`src/rtl/stage_elastic_pkg.sv`:
```
// Shared types and width helpers for the elastic
// stage buffer between tag-check and network/host.
package stage_elastic_pkg;

    localparam int OPC_W  = 2;
    localparam int DATA_W = 32;
    localparam int TAG_W  = 8;

    typedef struct packed {
        logic [OPC_W-1:0]        opcode;
        logic                    soft_error;
        logic [DATA_W-1:0]       tx_data;
        logic [TAG_W-1:0]        tx_tag;
        logic                    tag_match;
        logic [DATA_W+TAG_W-1:0] ndt;
    } payload_t;

    function automatic int payload_width(int ds, int ts);
        return 2 * (ds + ts) + OPC_W + 2;
    endfunction

endpackage

```
`src/rtl/stage_elastic_mem.sv`:
```
// Payload storage: DEPTH x WIDTH registers,
// one synchronous write port, one async read port.
module stage_elastic_mem #(
    parameter int WIDTH = 84,
    parameter int DEPTH = 2,
    parameter int AW    = 1
) (
    input  logic             clk,
    input  logic             we,
    input  logic [AW-1:0]    waddr,
    input  logic [WIDTH-1:0] wdata,
    input  logic [AW-1:0]    raddr,
    output logic [WIDTH-1:0] rdata
);

    logic [WIDTH-1:0] mem [DEPTH];

    always_ff @(posedge clk) begin
        if (we) begin
            mem[waddr] <= wdata;
        end
    end

    assign rdata = mem[raddr];

endmodule

```
`src/rtl/stage_elastic.sv`:
```
// Elastic DEPTH-entry stage buffer with flush,
// occupancy and a saturating soft-error counter.
module stage_elastic
    import stage_elastic_pkg::*;
#(
    parameter int data_size = 32,
    parameter int tag_size  = 8,
    parameter int DEPTH     = 2,
    parameter int CNT_WIDTH = 16
) (
    input  logic                          clk,
    input  logic                          reset,
    input  logic                          flush,
    input  logic                          in_valid,
    output logic                          in_ready,
    input  logic [OPC_W-1:0]              opcode_in,
    input  logic                          soft_error_in,
    input  logic [data_size-1:0]          tx_data_in,
    input  logic [tag_size-1:0]           tx_tag_in,
    input  logic                          tag_match_in,
    input  logic [data_size+tag_size-1:0] ndt_in,
    output logic                          out_valid,
    input  logic                          out_ready,
    output logic [OPC_W-1:0]              opcode_out,
    output logic                          soft_error_out,
    output logic [data_size-1:0]          tx_data_out,
    output logic [tag_size-1:0]           tx_tag_out,
    output logic                          tag_match_out,
    output logic [data_size+tag_size-1:0] ndt_out,
    output logic [data_size-1:0]          rx_data,
    output logic [data_size+tag_size-1:0] tx_data_plus_tag,
    output logic [$clog2(DEPTH):0]        occupancy,
    output logic [CNT_WIDTH-1:0]          soft_err_count
);

    localparam int PW = payload_width(data_size, tag_size);
    localparam int AW = $clog2(DEPTH);
    localparam int OW = AW + 1;
    localparam int NW = data_size + tag_size;

    logic [AW-1:0] wr_ptr;
    logic [AW-1:0] rd_ptr;
    logic [OW-1:0] count;
    logic          push;
    logic          pop;
    logic [PW-1:0] wdata;
    logic [PW-1:0] rdata;
    logic [PW-1:0] head;

    assign in_ready  = (count != OW'(DEPTH));
    assign out_valid = (count != '0);
    assign push      = in_valid & in_ready;
    assign pop       = out_valid & out_ready;
    assign occupancy = count;

    assign wdata = {opcode_in, soft_error_in, tx_data_in,
                    tx_tag_in, tag_match_in, ndt_in};

    stage_elastic_mem #(
        .WIDTH (PW),
        .DEPTH (DEPTH),
        .AW    (AW)
    ) u_mem (
        .clk   (clk),
        .we    (push & ~flush),
        .waddr (wr_ptr),
        .wdata (wdata),
        .raddr (rd_ptr),
        .rdata (rdata)
    );

    always_ff @(posedge clk) begin
        if (!reset) begin
            wr_ptr <= '0;
            rd_ptr <= '0;
            count  <= '0;
        end else if (flush) begin
            wr_ptr <= '0;
            rd_ptr <= '0;
            count  <= '0;
        end else begin
            if (push) wr_ptr <= wr_ptr + AW'(1);
            if (pop)  rd_ptr <= rd_ptr + AW'(1);
            count <= count + OW'(push) - OW'(pop);
        end
    end

    // Counts accepted pushes even if a flush discards them.
    always_ff @(posedge clk) begin
        if (!reset) begin
            soft_err_count <= '0;
        end else if (push && soft_error_in && soft_err_count != '1) begin
            soft_err_count <= soft_err_count + CNT_WIDTH'(1);
        end
    end

    assign head = out_valid ? rdata : '0;

    assign {opcode_out, soft_error_out, tx_data_out,
            tx_tag_out, tag_match_out, ndt_out} = head;

    assign rx_data          = ndt_out[NW-1:tag_size];
    assign tx_data_plus_tag = {tx_data_out, tx_tag_out};

endmodule
```
`config.mk`:
```
export PLATFORM = sky130hd
export DESIGN_NAME = stage_elastic
export DESIGN_NICKNAME = d
export VERILOG_FILES = /design/src/rtl/stage_elastic_pkg.sv /design/src/rtl/stage_elastic_mem.sv /design/src/rtl/stage_elastic.sv
export SDC_FILE = /design/constraint.sdc
export NUM_CORES = 1
export LEC_CHECK = 0
export ABC_AREA = 1
export CAP_MARGIN = 20
export CORE_ASPECT_RATIO = 1.25
export CORE_MARGIN = 2
export CORE_UTILIZATION = 40
export DETAILED_ROUTE_END_ITERATION = 10
export PLACE_DENSITY = 0.7
export SETUP_SLACK_MARGIN = 0.2
export SLEW_MARGIN = 10
export SYNTH_ARGS = -nofsm -noshare
export SYNTH_HDL_FRONTEND = slang
export SYNTH_SLANG_ARGS = --single-unit
```
`constraint.sdc`:
```
create_clock -name clk -period 13.2 [get_ports clk]
set_input_delay 2.64 -clock clk [delete_from_list [all_inputs] [get_ports clk]]
set_output_delay 2.64 -clock clk [all_outputs]
set_load 0.05 [all_outputs]
```
### Word-level counts from Yosys, hierarchy flattened

Memory sizes are Yosys's and may differ from the RTL's. A register that Yosys moved wholly into a read port is not among the register bits.
Index checks and enable logic that the tools add are counted.

* $add $sub $neg: 5
* equal/unequal tests: 2
* mux-type cells: 5
* bitwise operators: 5
* reduce and logical (&&, ||, !) cells: 4

Operator list (count)
* $mux 84: 1
* $add 16x1->16 const B: 1
* $ne 16x16->1 const B: 1
* $mux 1: 4
* $and 1x1->1: 3
* $add 1x1->1 const B: 2
* $add 2x1->2: 1
* $logic_and 1x1->1: 2
* $ne 2x2->1 const B: 1
* $not 1->1: 2
* $reduce_bool 2->1: 1
* $reduce_or 2->1: 1
* $sub 2x1->2: 1

* register bits: 20
* bits in writable memories: 168
* input port bits: 89
* logic and storage cells: 26
* memories: 1

Memories
* u_mem.mem: depth 2, width 84, rd ports 1, clocked after memory_dff 1, wr ports 1, line stage_elastic_mem.sv:16 `logic [WIDTH-1:0] mem [DEPTH];`

### Depth between registers and ports, before layout

Gate-level depths: netlist of the first run.

* depth in word-level cells: 5
* gate-level depth with buffers: 9
* gate-level depth less buffers: 9

### Modules after synthesis

Synthesis of the first run repeated with hierarchy kept, for this count alone.

* cell total of the unflattened synthesis: 875
* area total of the unflattened synthesis: 8500.7 um^2

By module, submodules not included
* stage_elastic_mem: instances 1, cells each 443, area each 6112.1 um^2, sequential area each 5044.8 um^2
* stage_elastic: instances 1, cells each 432, area each 2388.5 um^2, sequential area each 400.4 um^2

### Worst setup path after synthesis of the first run

No wires, ideal clock.

* kind: input to register
* start: input in_valid
* end: memory u_mem.mem[0][0] (enable)
* setup time: 629 ps
* data arrival time: 8447 ps
* slack: 4124 ps
* stages: 2
* path buffers: 0
* cell sequence: nand2_2 -> nor3_1

* word-level cells in the longest chain between the ends: 4

RTL lines
* start: declaration: line stage_elastic.sv:14 `input logic in_valid,`
* $and 1x1->1: line stage_elastic.sv:52 `assign push = in_valid & in_ready;`
* $and 1x1->1: line stage_elastic.sv:65 `.we (push & ~flush),`
* $mux 1: line stage_elastic_mem.sv:19 `if (we) begin`
* $mux 1 (not written as such): line stage_elastic_mem.sv:20 `mem[waddr] <= wdata;`
* end: declaration: line stage_elastic_mem.sv:16

Every way passes these cells.

==> results.yml, run 1 <==
power:
  p_leak_nw: 3.76
  ir_drop_uv: 79.3
  p_per_area_nw_per_um2: 131
  p_total_mw: 1.43
drt:
  viasPerCell: 4.68
  routedWlPerCell_um: 16.0
  drc: 0
  drt_iter0_markers: 404
  via_count: 5505
  ant_nets: 0
  firstDrtPassIters: 5
  drt-total-wl_mm: 18.8
floorplanning:
  start_util_pct: 40.9
  core_sq_um: 19500
  num_io_pins: 265
  die_height_um: 162
  rows: 57
  die-area_sq_um: 21100
  die_x_um: 130
flow_run:
  maxCapViolations: 0
synthesis:
  synth_enable_flop_cells: 168
  synthMuxAreaShare_pct: 0
  ys_ff_latch: 189
  synth_top_family_by_area: "simple AND/OR/NAND/NOR gates"
  yosys-top-cells-area: "edfxtp_1 (63%), nand2_1 (9.7%), buf_4 (6.8%)"
  async_flop_share_pct: 0
  synthTopCellsByCount: "nand2_1 (206), edfxtp_1 (168), a21oi_1 (98)"
  ys_warn_count: 0
  synth_adder_area_share_pct: 0.314
  netlist_instances: 709
  synthesis.area_sq_um: 7970
  synth-seq-area-share_pct: 68.6
  synth_top_cell_area_share_pct: 63.3
  synth_xor_area_share_pct: 0.440
  synthDistinctLibCells: 24
  syn_avg_cell_area_sq_um: 11.2
  synthSimpleGateAreaFrac_pct: 14.2
  synth_compound_area_share_pct: 6.72
  synth_flop_cell: "edfxtp_1"
  synth_top_cell_by_area: "edfxtp_1"
  synth.most_common_cell: "nand2_1"
  syn-num-nets: 800
critical_path:
  critPathRequiredTime_ns: 10.56
  crit_fanout: 85
  setup.worst_path.class: "flop to output port"
  max_stage_delay_ns: 0.86
  reg2reg_slack_ns: 10.91
  crit_path_cell_trace: "inv_2 > buf_4 > nand2_1 > a21oi_1 > clkdlybuf4s50_1"
  start_kind: "flop"
  rr_startpoint: "occupancy[0]"
  cpMaxStageDelayCell: "clkdlybuf4s50_1"
  r2r_cells: 8
  cp-end-kind: "output port"
  crit_arrival_ns: 3.20
  r2r-end: "occupancy[1]"
cts:
  cts_resized: 0
  cts-buffers-inserted: 17
  postCtsHoldBufs: 0
  clock_path_buffers: 2
  cts_setup_buffers: 0
  h-tree-depth: 4
  clkTransAtPathRegs_ns: 0.07
  clkLatencyLatePin_ns: 0.43
  root_buffer: "clkbuf_16"
  clock_sinks: 189
  cts_tree: "yes"
global_route:
  antenna_found_initial: 1
  grt_max_degree: 87
  overflow: 0
  grt_pass1_vias: 5277
  grt_pass1_wl_mm: 27.8
  grt_usage_pct: 17.7
worst_hold_path:
  hold_class: "flop to flop"
  whs_path_depth: 1
  hold_start: "rd_ptr"
timing:
  max_freq_ghz: 0.171
  finClkSkew_ns: 0.0151
  fin_crit_sh_pct: 44.3
  setup_viol: 0
  min_period_ns: 5.84
  tightest_slew_ns: 0.981
  fin_tns_setup_ns: 0
  finalHoldViolations: 0
  rsz0062_at_grt: "no"
  relSlewSlack_pct: 34.6
  slew_violations: 0
place:
  dpl.hpwl_mm: 12.3
  finalWeightedCongestion: 0.921
  portBuffers: 264
cells_and_area:
  drive_above_1_share_pct: 5.82
  postLayoutCoreUtil_pct: 56.0
  layout.nets: 988
  syn_to_final_growth_pct: 36.9
run_status:
  status: "complete, no violations"
## flip-flops by register name, summed over array words and instances, names as in the netlist, named ones only
register / count
occupancy: 2
rd_ptr: 1
wr_ptr: 1
u_mem.mem: 168
soft_err_count: 16
## cell usage in the layout, fill, tap and decap left out, types with 2 or more instances in the layout
master           netlist  layout
clkdlybuf4s50_1        0     264
nand2_1              206     206
edfxtp_1             168     168
a21oi_1               98      98
nor2_1                44      43
inv_1                 25      24
dfxtp_1               21      20
nand3_1               17      17
clkbuf_16              0      17
o21ai_0                6       6
buf_4                 72       6
nor2_2                 4       4
inv_8                  0       4
clkinv_4               0       4
nand2_2                3       3
nor2_4                 2       3
xnor2_1                3       3
nor3_2                 0       2
nand4_1                2       2
ha_1                   2       2
clkinvlp_4             0       2
## power breakdown
group          leakage [nW]  total, mW  internal (mW)  switching (mW)
Combinational          1.77      0.253         0.0843           0.168
Sequential             1.71      0.678          0.670         0.00758
Clock                 0.279      0.499          0.268           0.231
Total                  3.76       1.43           1.02           0.407
## worst max-delay path by stage
stage | cells past startpoint | slack (ns) | endpoint | from
global placement | 5 | 7.75 | rx_data[20] | flop
detailed placement | 5 | 7.73 | tx_data_out[16] | flop
global route | 5 | 7.08 | tx_data_plus_tag[38] | flop
finish | 5 | 7.36 | tx_data_out[16] | flop
CTS | 5 | 7.26 | tx_data_out[16] | flop
floorplan | 2 | 4.12 | u_mem.mem[0][0] | in_valid
## per-stage QoR
step / instance area [sq um] / hold WS (ns) / setup WS [ns] / std cells
final: 10900 / 0.464 / 7.36 / 1176
after global routing: 10900 / 0.509 / 7.08 / 1175
after CTS: 10900 / 0.470 / 7.26 / 1175
after detailed placement: 10300 / 0.456 / 7.73 / 1143
after global placement: 10300 / 0.437 / 7.75 / 1143
after floorplan: 7970 / 0.425 / 4.12 / 709
## critical path: cells and delay by family (launching register included)
| family | cells | cell delay (ns) |
|---|---|---|
| AO/OA/AOI/OAI | 1 | 0.29 |
| buffers and inverters | 3 | 1.70 |
| flip-flops | 1 | 0.61 |
| AND/OR/NAND/NOR | 1 | 0.10 |
## routing by layer
metal / wire length (um) / up-vias / global-route usage, %
li1: - / 2712 / -
met1: 7200 / 2592 / 20.4
met2: 9900 / 180 / 31.1
met3: 1360 / 21 / 5.37
met4: 351 / 0 / 6.45
met5: 0 / - / 0
## area by class of cell
class	count	area [sq um]
inverters	25	93.8
diodes	1	2.50
clock buffers	18	429
well taps	265	332
repair buffers	270	2690
fillers	1661	8560
multi-input cells	394	1740
clock inverters	14	154
flip-flops and latches	189	5470
## cell families after synthesis
logic type      after synthesis
xor+xnor                      4
buf+inv                     126
simple gates                282
flops                       189
compound gates              106
fa+ha+maj                     2
(Power assumes the default switching activity.)
==> run 2, diff against run 1 <==
- clock period: 13.2 -> 5.5 ns (I/O delays scaled with it)
==> run 2 against run 1 <==
Compared with the run above: cell count about the same; die area unchanged; sequential cell count unchanged; hold slack got worse by 0.0092 ns; global-route usage increased by 0.37 points; power increased by 140%; critical path depth unchanged; critical path type unchanged.
==> results.yml, run 2 (synthesis gave the netlist of run 1 again) <==
cts:
  clkLatencyLatePin_ns: 0.42
  clock_path_buffers: 2
  clkTransAtPathRegs_ns: 0.07
  cts_tree: "yes"
  cts_resized: 0
  root_buffer: "clkbuf_16"
  h-tree-depth: 4
  postCtsHoldBufs: 0
  clock_sinks: 189
  cts-buffers-inserted: 17
  cts_setup_buffers: 0
timing:
  relSlewSlack_pct: 34.6
  fin_ws_ns: 1.20
  fin_tns_setup_ns: 0
  slew_violations: 0
  setup_viol: 0
  finClkSkew_ns: 0.00970
  tightest_slew_ns: 0.981
  fin_crit_sh_pct: 78.1
  finalHoldViolations: 0
  max_freq_ghz: 0.233
  holdWs_ns: 0.455
  rsz0062_at_grt: "no"
  min_period_ns: 4.30
global_route:
  grt_usage_pct: 18.1
  grt_max_degree: 86
  grt_pass1_vias: 5413
  grt_pass1_wl_mm: 28.7
  antenna_found_initial: 1
  overflow: 0
drt:
  drt_iter0_markers: 389
  firstDrtPassIters: 4
  drc: 0
  drt-total-wl_mm: 19.0
  routedWlPerCell_um: 16.2
  via_count: 5576
  viasPerCell: 4.74
  ant_nets: 0
cells_and_area:
  layout.nets: 989
  drive_above_1_share_pct: 6.04
  regMostFlops: "u_mem.mem"
  largest_reg_flops: 168
  layout_common_cells: "clkdlybuf4s50_1 (264), nand2_1 (206), edfxtp_1 (168)"
  fin_area_sq_um: 10900
  syn_to_final_growth_pct: 37.4
  n_fill_cell: 1664
  final_common_cell: "clkdlybuf4s50_1"
critical_path:
  start_kind: "flop"
  critPathRequiredTime_ns: 4.40
  r2r_cells: 5
  reg2reg_slack_ns: 3.49
  critPathCapture: "rx_data[1]"
  r2r-end: "u_mem.mem[1][83]"
  setup.worst_path.class: "flop to output port"
  crit_arrival_ns: 3.20
  crit_fanout: 85
  cp-end-kind: "output port"
  rr_startpoint: "occupancy[0]"
floorplanning:
  die_x_um: 130
  num_io_pins: 265
  start_util_pct: 40.9
  die-area_sq_um: 21100
  rows: 57
  die_height_um: 162
  core_sq_um: 19500
place:
  placed_area_sq_um: 10300
  dpl.hpwl_mm: 12.5
  finalWeightedCongestion: 0.906
  portBuffers: 264
  dp_worst_setup_slack_ns: 1.60
power:
  p_leak_nw: 3.78
  p_total_mw: 3.44
  ir_drop_uv: 186
  p_per_area_nw_per_um2: 314
flow_run:
  maxCapViolations: 0
worst_hold_path:
  hold_class: "flop to flop"
  whs_path_depth: 1
run_status:
  status: "complete, no violations"
-- run 2: metal layers --
metal  vias up  track usage, %  routed length (um)
met1      2661            21.0                7350
li1       2715               -                   -
met2       174            32.2               10100
met5         -               0                   0
met3        26            4.48                1240
met4         0            6.55                 381
-- run 2: worst min-delay path by stage --
stage                     endpoint   start  slack (ns)
after global routing        rd_ptr  rd_ptr        0.51
final                       rd_ptr  rd_ptr        0.45
after floorplan               flop  rd_ptr        0.43
after global placement      rd_ptr  rd_ptr        0.44
after detailed placement      flop  rd_ptr        0.44
after CTS                   rd_ptr  rd_ptr        0.46
-- run 2: per-stage QoR --
| stage | util, % | std cells |
|---|---|---|
| 5_1_grt | 56.2 | 1176 |
| 4_1_cts | 56.1 | 1175 |
| 2_1_floorplan | - | 709 |
| 3_3_place_gp | 53.1 | 1143 |
| 3_5_place_dp | 53.1 | 1143 |
| 6_report | 56.2 | 1177 |
-- run 2: final cells by class --
type | instances | area, sq um | area share [%]
antenna | 1 | 2.50 | 0.0229
inverter | 25 | 93.8 | 0.858
timing repair buffer | 271 | 2720 | 24.9
clock buffer | 17 | 425 | 3.89
clock inverter | 15 | 159 | 1.45
tap | 265 | 332 | 3.03
sequential | 189 | 5470 | 50.0
multi-input combinational | 394 | 1740 | 15.9
-- run 2: power by group --
| group | switching (mW) | internal [mW] | leakage, nW |
|---|---|---|---|
| registers | 0.0184 | 1.61 | 1.71 |
| clock network | 0.559 | 0.640 | 0.280 |
| logic | 0.407 | 0.208 | 1.78 |
-- run 2: critical path, stage by stage (launching register included) --
cell	delay (ns)
dfxtp_4	0.61
inv_2	0.12
buf_4	0.67
nand2_1	0.11
a21oi_1	0.28
clkdlybuf4s50_1	0.86
==> edit 1 (flow settings as in run 2) <==
Change the package constant `OPC_W` from 2 to 3.
--- a/src/rtl/stage_elastic_pkg.sv
+++ b/src/rtl/stage_elastic_pkg.sv
@@ -2,7 +2,7 @@
 // stage buffer between tag-check and network/host.
 package stage_elastic_pkg;
 
-    localparam int OPC_W  = 2;
+    localparam int OPC_W  = 3;
     localparam int DATA_W = 32;
     localparam int TAG_W  = 8;
 
Interface: changed (resized opcode_in and opcode_out); port bits go from 265 to 267. No check against the original RTL was run, so the function may have changed too.
==> edit 1 against run 2 <==
- sequential cell count grew 2
- cell area increased by 1.6%
- routed wire length rose by 0.15%
- die area grew 1.7%
- core utilization is 0.69 points lower
- first-iteration DRC count down 27%
- total power is 0.19% higher
- setup slack better by 0.17 ns
- synthesized area up 1.8%
- critical endpoint is now rx_data[3]
- largest power group unchanged
- highest routed layer unchanged
==> edit 1: results (changes against run 2) <==
critical_path:
  r2r_end: "occupancy[1]"  # was u_mem.mem[1][83]
  arrival_ns: 3.03  # was 3.20 ns
  reg2regPathDepth: 8  # was 5
  worst-path-max-fanout: 59  # was 85
  rrSetupSlack_ns: 3.59  # was 3.49 ns
finish:
  num-nets-final: 1003  # was 989
  drive_above_1_share_pct: 6.494  # was 6.037%
  largest_reg_flops: 170  # was 168
yosys:
  synth_area_leaders: "edfxtp_1 63%, nand2_1 10%, buf_4 6.7%, a21oi_1 6.1%, dfxtp_1 5.2%"  # was edfxtp_1 63%, nand2_1 9.7%, buf_4 6.8%, a21oi_1 6.2%, dfxtp_1 5.3%
  synth_edf_count: 170  # was 168
  ys_types: 26  # was 24
  async_reset_ff_share_pct: 0  # unchanged
  synth_top_cell_by_area: "edfxtp_1"  # unchanged
  synthTopCellsByCount: "215 x nand2_1, 170 x edfxtp_1, 99 x a21oi_1"  # was 206 x nand2_1, 168 x edfxtp_1, 98 x a21oi_1
  avgSynthCellArea_sq_um: 11.25  # was 11.24 sq um
  yosysMostFrequentCell: "nand2_1"  # unchanged
  yosysWarnings: 0  # unchanged
  ys_seq_area_share_pct: 68.14  # was 68.60%
  synth_nets: 813  # was 800
drt:
  via_per_inst: 4.693  # was 4.737
  dr.pass1.iters: 4  # unchanged
  vias: 5608  # was 5576
  drt_iter0_drc: 283  # was 389
  wl_microns: 19060  # was 19030 microns
clock_tree:
  htreeDepth: 4  # unchanged
  path_clk_slew_ns: 0.07  # about the same
  post-cts-setup-buffers: 0  # unchanged
  clockRootBuffer: "clkbuf_16"  # unchanged
  cts_buffers: 17  # unchanged
sta:
  worst_clock_skew_ns: 0.01311  # was 0.009702 ns
  worst_hold_slack_ns: 0.4500  # was 0.4549 ns
  tightest_slew_ns: 0.5832  # was 0.9810 ns
  finalHoldViolations: 0  # unchanged
  setup_viol: 0  # unchanged
pwr:
  leakage_nw: 3.866  # was 3.775 nW
  vdd_drop_max_uv: 188.4  # was 185.6 uV
grt:
  grtUsageMet2_pct: 30.53  # was 32.25%
  grt_use_total_pct: 17.38  # was 18.12%
  grtUsageMet1_pct: 20.98  # was 21.00%
  grt_max_degree: 86  # unchanged
  grt_pass1_vias: 5367  # was 5413
  grt_pass1_wl_microns: 28560  # was 28700 microns
  antenna_found_initial: 1  # unchanged
  use_met3_pct: 4.221  # was 4.480%
placement:
  placed_cells: 1162  # was 1143
  hpwlAfterDp_microns: 12520  # was 12540 microns
  io_buffer_count: 266  # was 264
  place_area_sq_mm: 0.01054  # was 0.01034 sq mm
  gp_congestion: 0.8338  # was 0.9062
worst_hold_path:
  min_from: "rd_ptr"  # unchanged
run_status:
  status: "finished, final reports clean"  # unchanged
-- edit 1: how the worst max path moves through the flow --
stage | startpoint | to | slack (ns)
2_1_floorplan | in_valid | u_mem.mem[0][0] | -2.14
3_3_place_gp | flop | ndt_out[13] | 1.81
3_5_place_dp | flop | rx_data[3] | 1.78
4_1_cts | flop | rx_data[3] | 1.30
5_1_grt | flop | rx_data[3] | 1.16
6_report | flop | rx_data[3] | 1.37
-- edit 1: critical path, cell delays in order (launching register included) --
cell             delay (ns)
dfxtp_4                0.47
inv_2                  0.45
buf_12                 0.32
nand2_1                0.08
a21oi_1                0.35
clkdlybuf4s50_1        0.89
-- edit 1: area by class of cell --
| class | instances | area (sq um) |
|---|---|---|
| Timing Repair Buffer | 272 | 2745 |
| Clock buffer | 18 | 429.2 |
| Clock inverter | 14 | 146.4 |
| Fill cell | 1768 | 8910 |
| Antenna cell | 1 | 2.502 |
| Tap cell | 270 | 337.8 |
| Inverter | 27 | 107.6 |
| Sequential cell | 191 | 5529 |
| Multi-Input combinational cell | 402 | 1822 |
-- edit 1: routing by layer --
metal / wire, microns / vias to the layer above
met3: 1008 / 25
met2: 10030 / 171
li1: - / 2751
met1: 7656 / 2661
met4: 363 / 0
met5: 0 / -
-- edit 1: cell families after synthesis --
logic type	share of synthesized area, %
AO/OA/AOI/OAI	6.604
XOR/XNOR	0.6480
adder cells (fa/ha/maj)	0.3085
buffers and inverters	9.613
flip-flops	68.14
AND/OR/NAND/NOR	14.69
-- edit 1: report_power, final --
part | internal, mW | switching, mW
clock network | 0.608 | 0.579
registers | 1.63 | 0.0160
logic | 0.206 | 0.413
-- edit 1: stage by stage --
stage	util, %	total power, mW	setup slack (ns)
4_1_cts	55.50	3.486	1.302
6_report	55.52	3.447	1.369
5_1_grt	55.50	3.567	1.156
3_5_place_dp	52.63	2.298	1.780
2_1_floorplan	-	2.095	-2.138
3_3_place_gp	52.63	2.289	1.806
==> edit 2 (settings of run 2) <==
Without the edit above. Register the output `soft_err_count` once more, without a reset; this adds one clock of latency there. The other outputs are not delayed to match.
--- a/src/rtl/stage_elastic.sv
+++ b/src/rtl/stage_elastic.sv
@@ -37,6 +37,8 @@
     localparam int AW = $clog2(DEPTH);
     localparam int OW = AW + 1;
     localparam int NW = data_size + tag_size;
+
+    logic [CNT_WIDTH-1:0] soft_err_count_s0;
 
     logic [AW-1:0] wr_ptr;
     logic [AW-1:0] rd_ptr;
@@ -88,9 +90,9 @@
     // Counts accepted pushes even if a flush discards them.
     always_ff @(posedge clk) begin
         if (!reset) begin
-            soft_err_count <= '0;
-        end else if (push && soft_error_in && soft_err_count != '1) begin
-            soft_err_count <= soft_err_count + CNT_WIDTH'(1);
+            soft_err_count_s0 <= '0;
+        end else if (push && soft_error_in && soft_err_count_s0 != '1) begin
+            soft_err_count_s0 <= soft_err_count_s0 + CNT_WIDTH'(1);
         end
     end
 
@@ -102,4 +104,8 @@
     assign rx_data          = ndt_out[NW-1:tag_size];
     assign tx_data_plus_tag = {tx_data_out, tx_tag_out};
 
+    always_ff @(posedge clk) begin
+        soft_err_count <= soft_err_count_s0;
+    end
+
 endmodule
Check against the original RTL: not equivalent (a bounded check fails within 4 cycles, from zero or initial values and one cycle with reset low).
==> edit 2 against run 2 <==
- sequential power is 7% higher
- largest cell class unchanged
- synthesized area is 4.8% higher
- setup slack better by 0.11 ns
- cell area is 4.2% higher
- sequential cell count is 16 higher
- total power up 7.4%
- routed wire length up 1.7%
- critical endpoint is now tx_tag_out[3]
- fmax grew 2.5%
==> edit 2: results (changes against run 2) <==
grt:
  grt_max_degree: 85  # was 86
  grt_pass1_vias: 5389  # was 5413
  grt_pass1_wl_microns: 28280  # was 28700 microns
  grtUsageMet2_pct: 29.72  # was 32.25%
  grt_use_total_pct: 16.45  # was 18.12%
  use_met3_pct: 4.304  # was 4.480%
run_status:
  status: "finished, final reports clean"  # unchanged
yosys:
  synth_nets: 821  # was 800
  synth_area_leaders: "edfxtp_1 60%, nand2_1 9.7%, dfxtp_1 8.9%, buf_4 6.5%, a21oi_1 5.8%"  # was edfxtp_1 63%, nand2_1 9.7%, buf_4 6.8%, a21oi_1 6.2%, dfxtp_1 5.3%
  ys_types: 25  # was 24
  synthTopCellsByCount: "215 x nand2_1, 168 x edfxtp_1, 97 x a21oi_1"  # was 206 x nand2_1, 168 x edfxtp_1, 98 x a21oi_1
sta:
  worst_hold_slack_ns: 0.3904  # was 0.4549 ns
  worst_clock_skew_ns: 0.01680  # was 0.009702 ns
finish:
  drive_above_1_share_pct: 6.297  # was 6.037%
  fillers: 1749  # was 1664
  num-nets-final: 1015  # was 989
worst_hold_path:
  holdPathStages: 0  # was 1
pwr:
  leakage_nw: 3.979  # was 3.775 nW
  power_density_mw_per_mm2: 324.2  # was 314.4 mW/mm^2
critical_path:
  rrSetupSlack_ns: 3.28  # was 3.49 ns
  reg2regPathDepth: 7  # was 5
clock_tree:
  insertion_delay_ns: 0.49  # was 0.42 ns
  cts_buffers: 21  # was 17
drt:
  via_per_inst: 4.752  # was 4.737
  drt_iter0_drc: 272  # was 389
[edit 2: power by group]
part           total, mW  leakage [nW]  switching (mW)  internal (mW)
Clock               1.34         0.322           0.542          0.799
Sequential          1.74          1.84          0.0155           1.73
Combinational      0.612          1.81           0.408          0.203
Total               3.69          3.98           0.966           2.73
[edit 2: per-layer routing]
| layer | vias to the layer above | routed length [microns] |
|---|---|---|
| met2 | 194 | 9851 |
| met3 | 46 | 1409 |
| met5 | - | 26 |
| met4 | 4 | 637 |
| li1 | 2783 | - |
| met1 | 2732 | 7435 |
[edit 2: final cells by class]
class	instances	area share, %
clock buffers	29	5.204
multi-input cells	401	15.84
flip-flops and latches	205	50.80
diodes	1	0.02196
well taps	274	3.008
clock inverters	7	0.5489
inverters	23	0.7575
repair buffers	272	23.82
[edit 2: worst max-delay path, stage by stage (launching register included)]
cell and delay [ns]:
dfxtp_4 0.49, inv_2 0.41, buf_4 0.46, nand2_1 0.10
a21oi_1 0.26, clkdlybuf4s50_1 0.86
[edit 2: cell families (layout without fill, tap and decap cells)]
| family | Yosys count | count (layout) | synth area share [%] |
|---|---|---|---|
| xor gates and xnor gates | 4 | 4 | 0.4197 |
| adders and majority gates | 2 | 2 | 0.2998 |
| AOI/OAI and AO/OA | 101 | 101 | 6.057 |
| buffers and inverters | 124 | 331 | 9.250 |
| and+or+nand+nor | 294 | 294 | 14.65 |
| other | 0 | 1 | 0 |
| DFF | 205 | 205 | 69.33 |
[edit 2: path summary, 6_finish.rpt]
check	from	to
setup / recovery	flop	tx_tag_out[3]
hold / removal	soft_err_count_s0[12]	soft_err_count[12]
setup reg to reg	occupancy[0]	occupancy[1]
hold reg to reg	soft_err_count_s0[12]	soft_err_count[12]
[edit 2: per-stage QoR]
| stage | area [sq um] | instances | setup slack, ns |
|---|---|---|---|
| floorplan | 8346 | 730 | -2.055 |
| detailed placement | 10740 | 1175 | 1.759 |
| global placement | 10740 | 1175 | 1.776 |
| finish | 11400 | 1212 | 1.310 |
| global route | 11390 | 1211 | 1.107 |
| CTS | 11390 | 1211 | 1.227 |
